==> src/rtl/mult_pkg.sv <==
// rtl/mult_pkg.sv - shared types, widths and sign/magnitude helper for the multiply-and-display path
package mult_pkg;

  localparam int OP_W   = 8;
  localparam int PROD_W = 16;
  localparam int MAG_W  = 15;
  localparam int BCD_W  = 20;
  localparam int DISP_W = 21;

  typedef enum logic [2:0] {
    S_IDLE,
    S_MUL_LAUNCH,
    S_MUL_WAIT,
    S_SIGNMAG,
    S_BCD_LAUNCH,
    S_BCD_WAIT,
    S_PUBLISH
  } seq_state_t;

  typedef struct packed {
    logic             sign;
    logic [MAG_W-1:0] mag;
  } sign_mag_t;

  // Product range is -16256..+16384, so the magnitude never needs bit 15.
  function automatic sign_mag_t to_sign_mag(input logic [PROD_W-1:0] prod);
    sign_mag_t         sm;
    logic [PROD_W-1:0] neg;
    neg     = ~prod + 1'b1;
    sm.sign = prod[PROD_W-1];
    sm.mag  = prod[PROD_W-1] ? neg[MAG_W-1:0] : prod[MAG_W-1:0];
    return sm;
  endfunction

endpackage

==> src/rtl/mult_seq_ctrl.sv <==
// rtl/mult_seq_ctrl.sv - sequencer: operands -> Booth multiplier -> sign/mag -> BCD -> display
// One-deep pending buffer (newest wins), per-stage timeouts and a sticky error flag.
module mult_seq_ctrl
  import mult_pkg::*;
#(
  parameter int TIMEOUT_CYCLES = 256,
  parameter int TO_W           = 9
) (
  input  logic              CLK100MHZ,
  input  logic              reset,
  input  logic              start,
  input  logic [OP_W-1:0]   op_a,
  input  logic [OP_W-1:0]   op_b,
  output logic              mul_valid,
  output logic [OP_W-1:0]   mul_a,
  output logic [OP_W-1:0]   mul_b,
  input  logic              mul_done,
  input  logic [PROD_W-1:0] mul_product,
  output logic              bcd_start,
  output logic [MAG_W-1:0]  bcd_bin,
  input  logic              bcd_done,
  input  logic [BCD_W-1:0]  bcd_code,
  output logic [DISP_W-1:0] disp_code,
  output logic              busy,
  output logic              err
);

  seq_state_t r_state, w_next;

  logic [TO_W-1:0]   r_cnt;
  logic [OP_W-1:0]   r_mul_a, r_mul_b, r_pend_a, r_pend_b;
  logic              r_pend_valid;
  logic [PROD_W-1:0] r_product;
  logic              r_sign;
  logic [MAG_W-1:0]  r_bcd_bin;
  logic [BCD_W-1:0]  r_bcd_code;
  logic [DISP_W-1:0] r_disp;
  logic              r_err;

  logic      w_mul_valid, w_bcd_start, w_busy;
  logic      w_cnt_clr, w_cnt_inc, w_timeout, w_cnt_last;
  sign_mag_t w_sm;

  assign w_cnt_last = (r_cnt == TO_W'(TIMEOUT_CYCLES - 1));
  assign w_sm       = to_sign_mag(r_product);

  always_ff @(posedge CLK100MHZ) begin
    if (reset) r_state <= S_IDLE;
    else       r_state <= w_next;
  end

  always_comb begin
    w_next      = r_state;
    w_mul_valid = 1'b0;
    w_bcd_start = 1'b0;
    w_busy      = 1'b1;
    w_cnt_clr   = 1'b0;
    w_cnt_inc   = 1'b0;
    w_timeout   = 1'b0;
    case (r_state)
      S_IDLE: begin
        w_busy = 1'b0;
        if (start || r_pend_valid) w_next = S_MUL_LAUNCH;
      end
      S_MUL_LAUNCH: begin
        w_mul_valid = 1'b1;
        w_cnt_clr   = 1'b1;
        w_next      = S_MUL_WAIT;
      end
      S_MUL_WAIT: begin
        if (mul_done) w_next = S_SIGNMAG;
        else if (w_cnt_last) begin
          w_timeout = 1'b1;
          w_next    = S_IDLE;
        end else w_cnt_inc = 1'b1;
      end
      S_SIGNMAG: w_next = S_BCD_LAUNCH;
      S_BCD_LAUNCH: begin
        w_bcd_start = 1'b1;
        w_cnt_clr   = 1'b1;
        w_next      = S_BCD_WAIT;
      end
      S_BCD_WAIT: begin
        if (bcd_done) w_next = S_PUBLISH;
        else if (w_cnt_last) begin
          w_timeout = 1'b1;
          w_next    = S_IDLE;
        end else w_cnt_inc = 1'b1;
      end
      S_PUBLISH: w_next = S_IDLE;
      default:   w_next = S_IDLE;
    endcase
  end

  always_ff @(posedge CLK100MHZ) begin
    if (reset) begin
      r_cnt        <= '0;
      r_mul_a      <= '0;
      r_mul_b      <= '0;
      r_pend_a     <= '0;
      r_pend_b     <= '0;
      r_pend_valid <= 1'b0;
      r_product    <= '0;
      r_sign       <= 1'b0;
      r_bcd_bin    <= '0;
      r_bcd_code   <= '0;
      r_disp       <= '0;
      r_err        <= 1'b0;
    end else begin
      if (w_cnt_clr)      r_cnt <= '0;
      else if (w_cnt_inc) r_cnt <= r_cnt + 1'b1;
      if (w_timeout) r_err <= 1'b1;

      // A fresh start in IDLE takes precedence; the pending entry waits its turn.
      if (r_state == S_IDLE) begin
        if (start) begin
          r_mul_a <= op_a;
          r_mul_b <= op_b;
          r_err   <= 1'b0;
        end else if (r_pend_valid) begin
          r_mul_a      <= r_pend_a;
          r_mul_b      <= r_pend_b;
          r_pend_valid <= 1'b0;
          r_err        <= 1'b0;
        end
      end else if (start) begin
        r_pend_a     <= op_a;
        r_pend_b     <= op_b;
        r_pend_valid <= 1'b1;
      end

      if (r_state == S_MUL_WAIT && mul_done) r_product <= mul_product;
      if (r_state == S_SIGNMAG) begin
        r_sign    <= w_sm.sign;
        r_bcd_bin <= w_sm.mag;
      end
      if (r_state == S_BCD_WAIT && bcd_done) r_bcd_code <= bcd_code;
      if (r_state == S_PUBLISH) r_disp <= {r_sign, r_bcd_code};
    end
  end

  assign mul_valid = w_mul_valid;
  assign bcd_start = w_bcd_start;
  assign busy      = w_busy;
  assign mul_a     = r_mul_a;
  assign mul_b     = r_mul_b;
  assign bcd_bin   = r_bcd_bin;
  assign disp_code = r_disp;
  assign err       = r_err;

endmodule

==> config.mk <==
export PLATFORM = sky130hd
export DESIGN_NAME = mult_seq_ctrl
export DESIGN_NICKNAME = d
export VERILOG_FILES = /design/src/rtl/mult_pkg.sv /design/src/rtl/mult_seq_ctrl.sv
export SDC_FILE = /design/constraint.sdc
export NUM_CORES = 1
export LEC_CHECK = 0
export BUFFER_PORTS_ARGS = -buffer_cell sky130_fd_sc_hd__buf_2
export CORE_UTILIZATION = 25
export DETAILED_ROUTE_END_ITERATION = 8
export PLACE_DENSITY = 0.53
export SLEW_MARGIN = 5
export SYNTH_ARGS = -nofsm -noshare
export SYNTH_HDL_FRONTEND = slang
export SYNTH_SLANG_ARGS = --single-unit
==> constraint.sdc <==
create_clock -name CLK100MHZ -period 1.8 [get_ports CLK100MHZ]
set_input_delay 0.36 -clock CLK100MHZ [delete_from_list [all_inputs] [get_ports CLK100MHZ]]
set_output_delay 0.36 -clock CLK100MHZ [all_outputs]
set_load 0.05 [all_outputs]
# After elaboration in Yosys (flattened, before gate mapping)

Index checks and enable logic that the tools add are counted.

Flip-flop bits (word level): 119
Input bits: 57
Output and inout bits: 56

Add/sub/neg operators: 2
Equal/unequal tests: 9
Muxes and demuxes: 29
Bitwise gates (word level): 2
Reductions and logical operators: 11

Operators by type and width:

| kind                                          | number |
|---|---|
| 2-to-1 mux 8 bit                              | 4 |
| case mux 3 bit (6 select lines)               | 1 |
| 2-to-1 mux 1 bit                              | 17 |
| adder 15 x 1 -> 15 bit, second input constant | 1 |
| 2-to-1 mux 15 bit                             | 1 |
| NOT 15 bit                                    | 1 |
| 2-to-1 mux 3 bit                              | 4 |
| adder 9 x 1 -> 9 bit, second input constant   | 1 |
| == test 3 bit, second input constant          | 3 |
| == test 9 x 8 -> 1 bit, second input constant | 1 |
| == test 3 x 2 -> 1 bit, second input constant | 2 |
| AND reduction 2 bit                           | 3 |
| != test 2 bit, second input constant          | 2 |
| case mux 1 bit (2 select lines)               | 2 |
| nonzero test 2 bit                            | 2 |
| OR reduction 2 bit                            | 2 |
| == test 3 x 1 -> 1 bit, second input constant | 1 |
| zero test 3 bit                               | 1 |
| logical AND 1 bit                             | 2 |
| logical OR 1 bit                              | 1 |
| NOT 1 bit                                     | 1 |

# Logic depth before layout (Yosys ltp)

Word-level depth: 8
Mapped depth: 8
Depth with buffers taken out: 8

# Least setup slack after synthesis

Ideal clock, no wire load.

Kind: register -> register
Start: register r_state[1]
End: register r_cnt[0]
Arrival time: 2.157 ns
Data required time: 1.674 ns
Slack: -0.483 ns
Stages on the path, launching flop included: 6
Path buffers: 2
Clock period less this slack: 2.283 ns
Path through: dfxtp_1 > buf_2 > nor3b_1 > or3_1 > clkbuf_1 > nor2_1

Longest elaborated chain between the ends: 4
Elaborated cells between the ends (all ways): 8
Those cells by class: eq/ne: 4; mux: 2; reduce/logical: 2

Ends and longest elaborated chain:

| item                                                           | line                 | RTL |
|---|---|---|
| start: declaration                                             | mult_seq_ctrl.sv:28  | `seq_state_t r_state, w_next;` |
| start signal: assignment                                       | mult_seq_ctrl.sv:49  | `else r_state <= w_next;` |
| == test 3 bit / == test 3 x 1 -> 1 bit (equally long branches) | mult_seq_ctrl.sv:60  | `case (r_state)` |
| OR reduction 2 bit (no source line)                            | n/a                  |  |
| 2-to-1 mux 1 bit                                               | mult_seq_ctrl.sv:60  |  |
| OR reduction 2 bit (no source line)                            | n/a                  |  |
| end signal: assignment                                         | mult_seq_ctrl.sv:111 | `else if (w_cnt_inc) r_cnt <= r_cnt + 1'b1;` |
| end: declaration                                               | mult_seq_ctrl.sv:30  | `logic [TO_W-1:0] r_cnt;` |

Several ways; a longest one is shown, not always the timed one.
A chain may end at the register's enable or synchronous reset.

# Worst setup path in the final report

Start: register r_cnt[4]
End: register r_cnt[4]

Longest elaborated chain between the ends: 4
Elaborated cells between the ends (all ways): 6
Those cells by class: add/sub: 1; eq/ne: 1; mux: 4

Ends and longest elaborated chain:

| item                                | line                                     | RTL |
|---|---|---|
| == test 9 x 8 -> 1 bit              | mult_seq_ctrl.sv:44                      | `assign w_cnt_last = (r_cnt == TO_W'(TIMEOUT_CYCLES - 1));` |
| 2-to-1 mux 1 bit                    | mult_seq_ctrl.sv:72, mult_seq_ctrl.sv:85 |  |
| 2-to-1 mux 1 bit (on tied branches) | mult_seq_ctrl.sv:84, mult_seq_ctrl.sv:71 |  |
| case mux 1 bit (2 select lines)     | mult_seq_ctrl.sv:60                      |  |

Several ways; a longest one is shown, not always the timed one.

==> summary.md <==
| Metric | Value |
|---|---|
| Gate Count Post-Synth | `560` |
| TritonCTS buffer count | `17` |
| Starting density of the core | `0.2553` |
| IR drop worst, VDD | `0.0007125 V` |
| # clock sinks | `119` |
| Final setup vio count | `0` |
| Top_reg_cell synth | `dfxtp_1` |
| Hold Path Class | `in -> reg` |
| Final cell count without fillers | `940` |
| Warnings, synthesis | `0` |
| CP Max Fanout | `7` |
| Distinct cells, synth | `41` |
| Pre-antenna DRT Iters | `4` |
| Final hold slack | `0.1870 ns` |
| CP cell instances | `and3_4, and2_4, and4_1, ha_2, a21oi_4, buf_12, nand4_1, xor2_1, nor2_1` |
| Top cells by area, synth | `dfxtp_1 50%, nand2_1 10%, a21oi_1 7.3%` |
| Footprint of the multi-input gates | `2277 sq um` |
| Worst setup SP type | `flop` |
| Sequential fraction of the synthesis area | `0.4988` |
| Reg clk slew, reported paths | `0.06 ns` |
| H-tree Lvls | `4` |
| Status | `finished, final reports clean` |
| CTS tree | `yes` |
| Crit end category | `flop` |
| DR DRC count | `0` |
| Top-area cell type share of the netlist area | `0.4988` |
| Via Count | `4,115` |
| Die Y-Extent | `140.2 um` |
| Wire length per cell | `12.72 um` |
| Mapped Avg Cell Area | `8.528 sq um` |
| Worst path required time | `2.08 ns` |
| Final worst-path cycle share | `0.9632` |
| Arrival time at the worst endpoint | `2.01 ns` |
| Antenna-violating nets left | `0` |
| Fin crit period | `1.734 ns` |
| Most frequent cells in the layout | `129 x nand2_1, 117 x dfxtp_1, 108 x buf_2` |
| Routed vias/inst | `4.378` |
| Gpl congestion | `0.7411` |
| Routed WL | `11,960 um` |
| Pwr Density | `1367 nW/um^2` |
| Layout area overhead | `36.23%` |
| Final Hold Viols | `0` |
| First-pass GRT wire length | `19,980 um` |
| Core Rows | `50` |
| Root buffer cell | `clkbuf_16` |
| Measured slew at the worst slew-check pin | `0.5563 ns` |
| Slowest-stage cell, CP | `dfxtp_2` |
| Mapped Nets | `621` |
| Layout cells sized above 1 | `0.2890` |
| GRT Total Usage | `0.1291` |
| Vias in the first global route | `3,936` |
| CTS Hold Bufs | `0` |
| Synthesized area | `4776 sq um` |
| Unrepaired setup endpoints after global routing | `true` |
| Register Area | `2385 sq um` |
| Initial drt markers | `147` |
| Pins over their slew limit | `0` |
| Die Width | `140.2 um` |
| Number of flops mapped to enable cells by yosys | `0` |
| IO buf count | `112` |
| Seq cells post-synth | `119` |
| Slew margin rel. | `0.6286` |
| Critical Path Max Stage Delay | `0.31 ns` |
| Ant diodes | `0` |
| NumNets Final | `755` |
| Max-Cap Viols | `0` |
| IO Count | `113` |
| Worst-skew pair later-pin latency | `0.41 ns` |
| Pin count of the biggest net entering global routing | `38` |
| Setup CP Type | `reg -> reg` |
| Ys async rst share | `0` |
| Grt total ovfl | `0` |
| Max Clock Freq | `576.8 MHz` |
| Cells after DPL | `903` |
| Final HPWL DP | `8001 um` |
| Synth area leader | `dfxtp_1` |
| Fillers | `1,989` |
| Clock buffer depth | `2` |
| Leakage | `0.002657 uW` |
| Die footprint | `19,660 sq um` |
| Initial antenna violation count | `0` |
| Most common cell after layout, fill and taps aside | `nand2_1` |
| Core area | `18,710 sq um` |
| Worst Clk Skew | `0.01016 ns` |
state kept, by name (all words and copies together) (netlist names), 9 cells and up:
signal / cells
r_cnt: 9
r_bcd_code: 20
disp_code: 21
r_product: 16
bcd_bin: 15
per-stage QoR:
step / setup slack [ns] / instance area, sq um / total power [uW] / setup TNS, ns / utilization
3_3_place_gp: 0.02374 / 5799 / 5376 / 0 / 0.3100
5_1_grt: -0.01111 / 6506 / 9380 / -0.01256 / 0.3478
6_report: 0.06631 / 6506 / 8891 / 0 / 0.3478
4_1_cts: -0.03815 / 6435 / 8973 / -0.03815 / 0.3440
3_5_place_dp: 0.01075 / 5799 / 5386 / 0 / 0.3100
2_1_floorplan: 0.0005563 / 4792 / 4756 / 0 / -
synth_stat cells, drive strengths merged, types with 2 or more instances:
cell    number
inv          6
or2          2
xnor2        5
a21oi       71
nor2        60
nor2b        2
nand3b       2
dfxtp      119
nor3b        2
a21boi       2
nand2      129
and4         2
o31ai        3
and2         3
o21ai       13
buf          6
a211oi      23
mux2i       35
nand3        6
and3         2
clkbuf      31
or3          4
ha           4
xor2        14
nor3         4
worst max-delay path: cells and delay by family (launching register included):
family	cells	cell delay [ns]
DFF	1	0.31
buffers and inverters	1	0.14
AOI/OAI and AO/OA	1	0.16
xor gates and xnor gates	1	0.17
adders and majority gates	1	0.20
and+or+nand+nor	5	0.63
logic make-up after synthesis:
family	share of synthesized area
simple gates	0.2012
flops	0.4988
compound gates	0.1446
buf+inv	0.03668
mux	0.07336
xor+xnor	0.03484
fa+ha+maj	0.01048
report_power, final:
group | internal (uW) | switching, uW | leakage (uW)
Combinational | 859 | 1510 | 0.00140
Clock | 2210 | 1240 | 0.000286
Sequential | 2920 | 147 | 0.000966
final timing paths:
path                                     from        endpoint  slack [ns]  cells after the start
worst max-delay path                 r_cnt[4]        r_cnt[4]        0.07                      9
worst min-delay path             bcd_code[15]  r_bcd_code[15]        0.19                      3
worst max register to register       r_cnt[4]        r_cnt[4]        0.07                      9
worst min register to register  r_bcd_code[0]    disp_code[0]        0.44                      2
area by class of cell:
| cell class | count | area share |
|---|---|---|
| flip-flops and latches | 119 | 0.3665 |
| multi-input cells | 398 | 0.3500 |
| repair buffers | 152 | 0.1433 |
| clock buffers | 20 | 0.06865 |
| well taps | 234 | 0.04500 |
| clock inverters | 11 | 0.02308 |
| inverters | 6 | 0.003462 |
routing by layer:
| metal | part of all wire | track usage | wire length, um | vias to the layer above |
|---|---|---|---|---|
| met5 | 0 | 0 | 0 | - |
| met3 | 0.057 | 0.04752 | 677 | 8 |
| met1 | 0.48 | 0.1639 | 5792 | 1857 |
| li1 | - | - | - | 2161 |
| met2 | 0.45 | 0.2003 | 5388 | 89 |
| met4 | 0.0081 | 0.04511 | 97 | 0 |
repair_timing:
item / in CTS / in global routing
setup buffers: 1 / 5
pin swaps: 1 / 10
setup endpoints to repair: 4 / 15
resized for setup: 8 / 9
(Power assumes the default switching activity.)
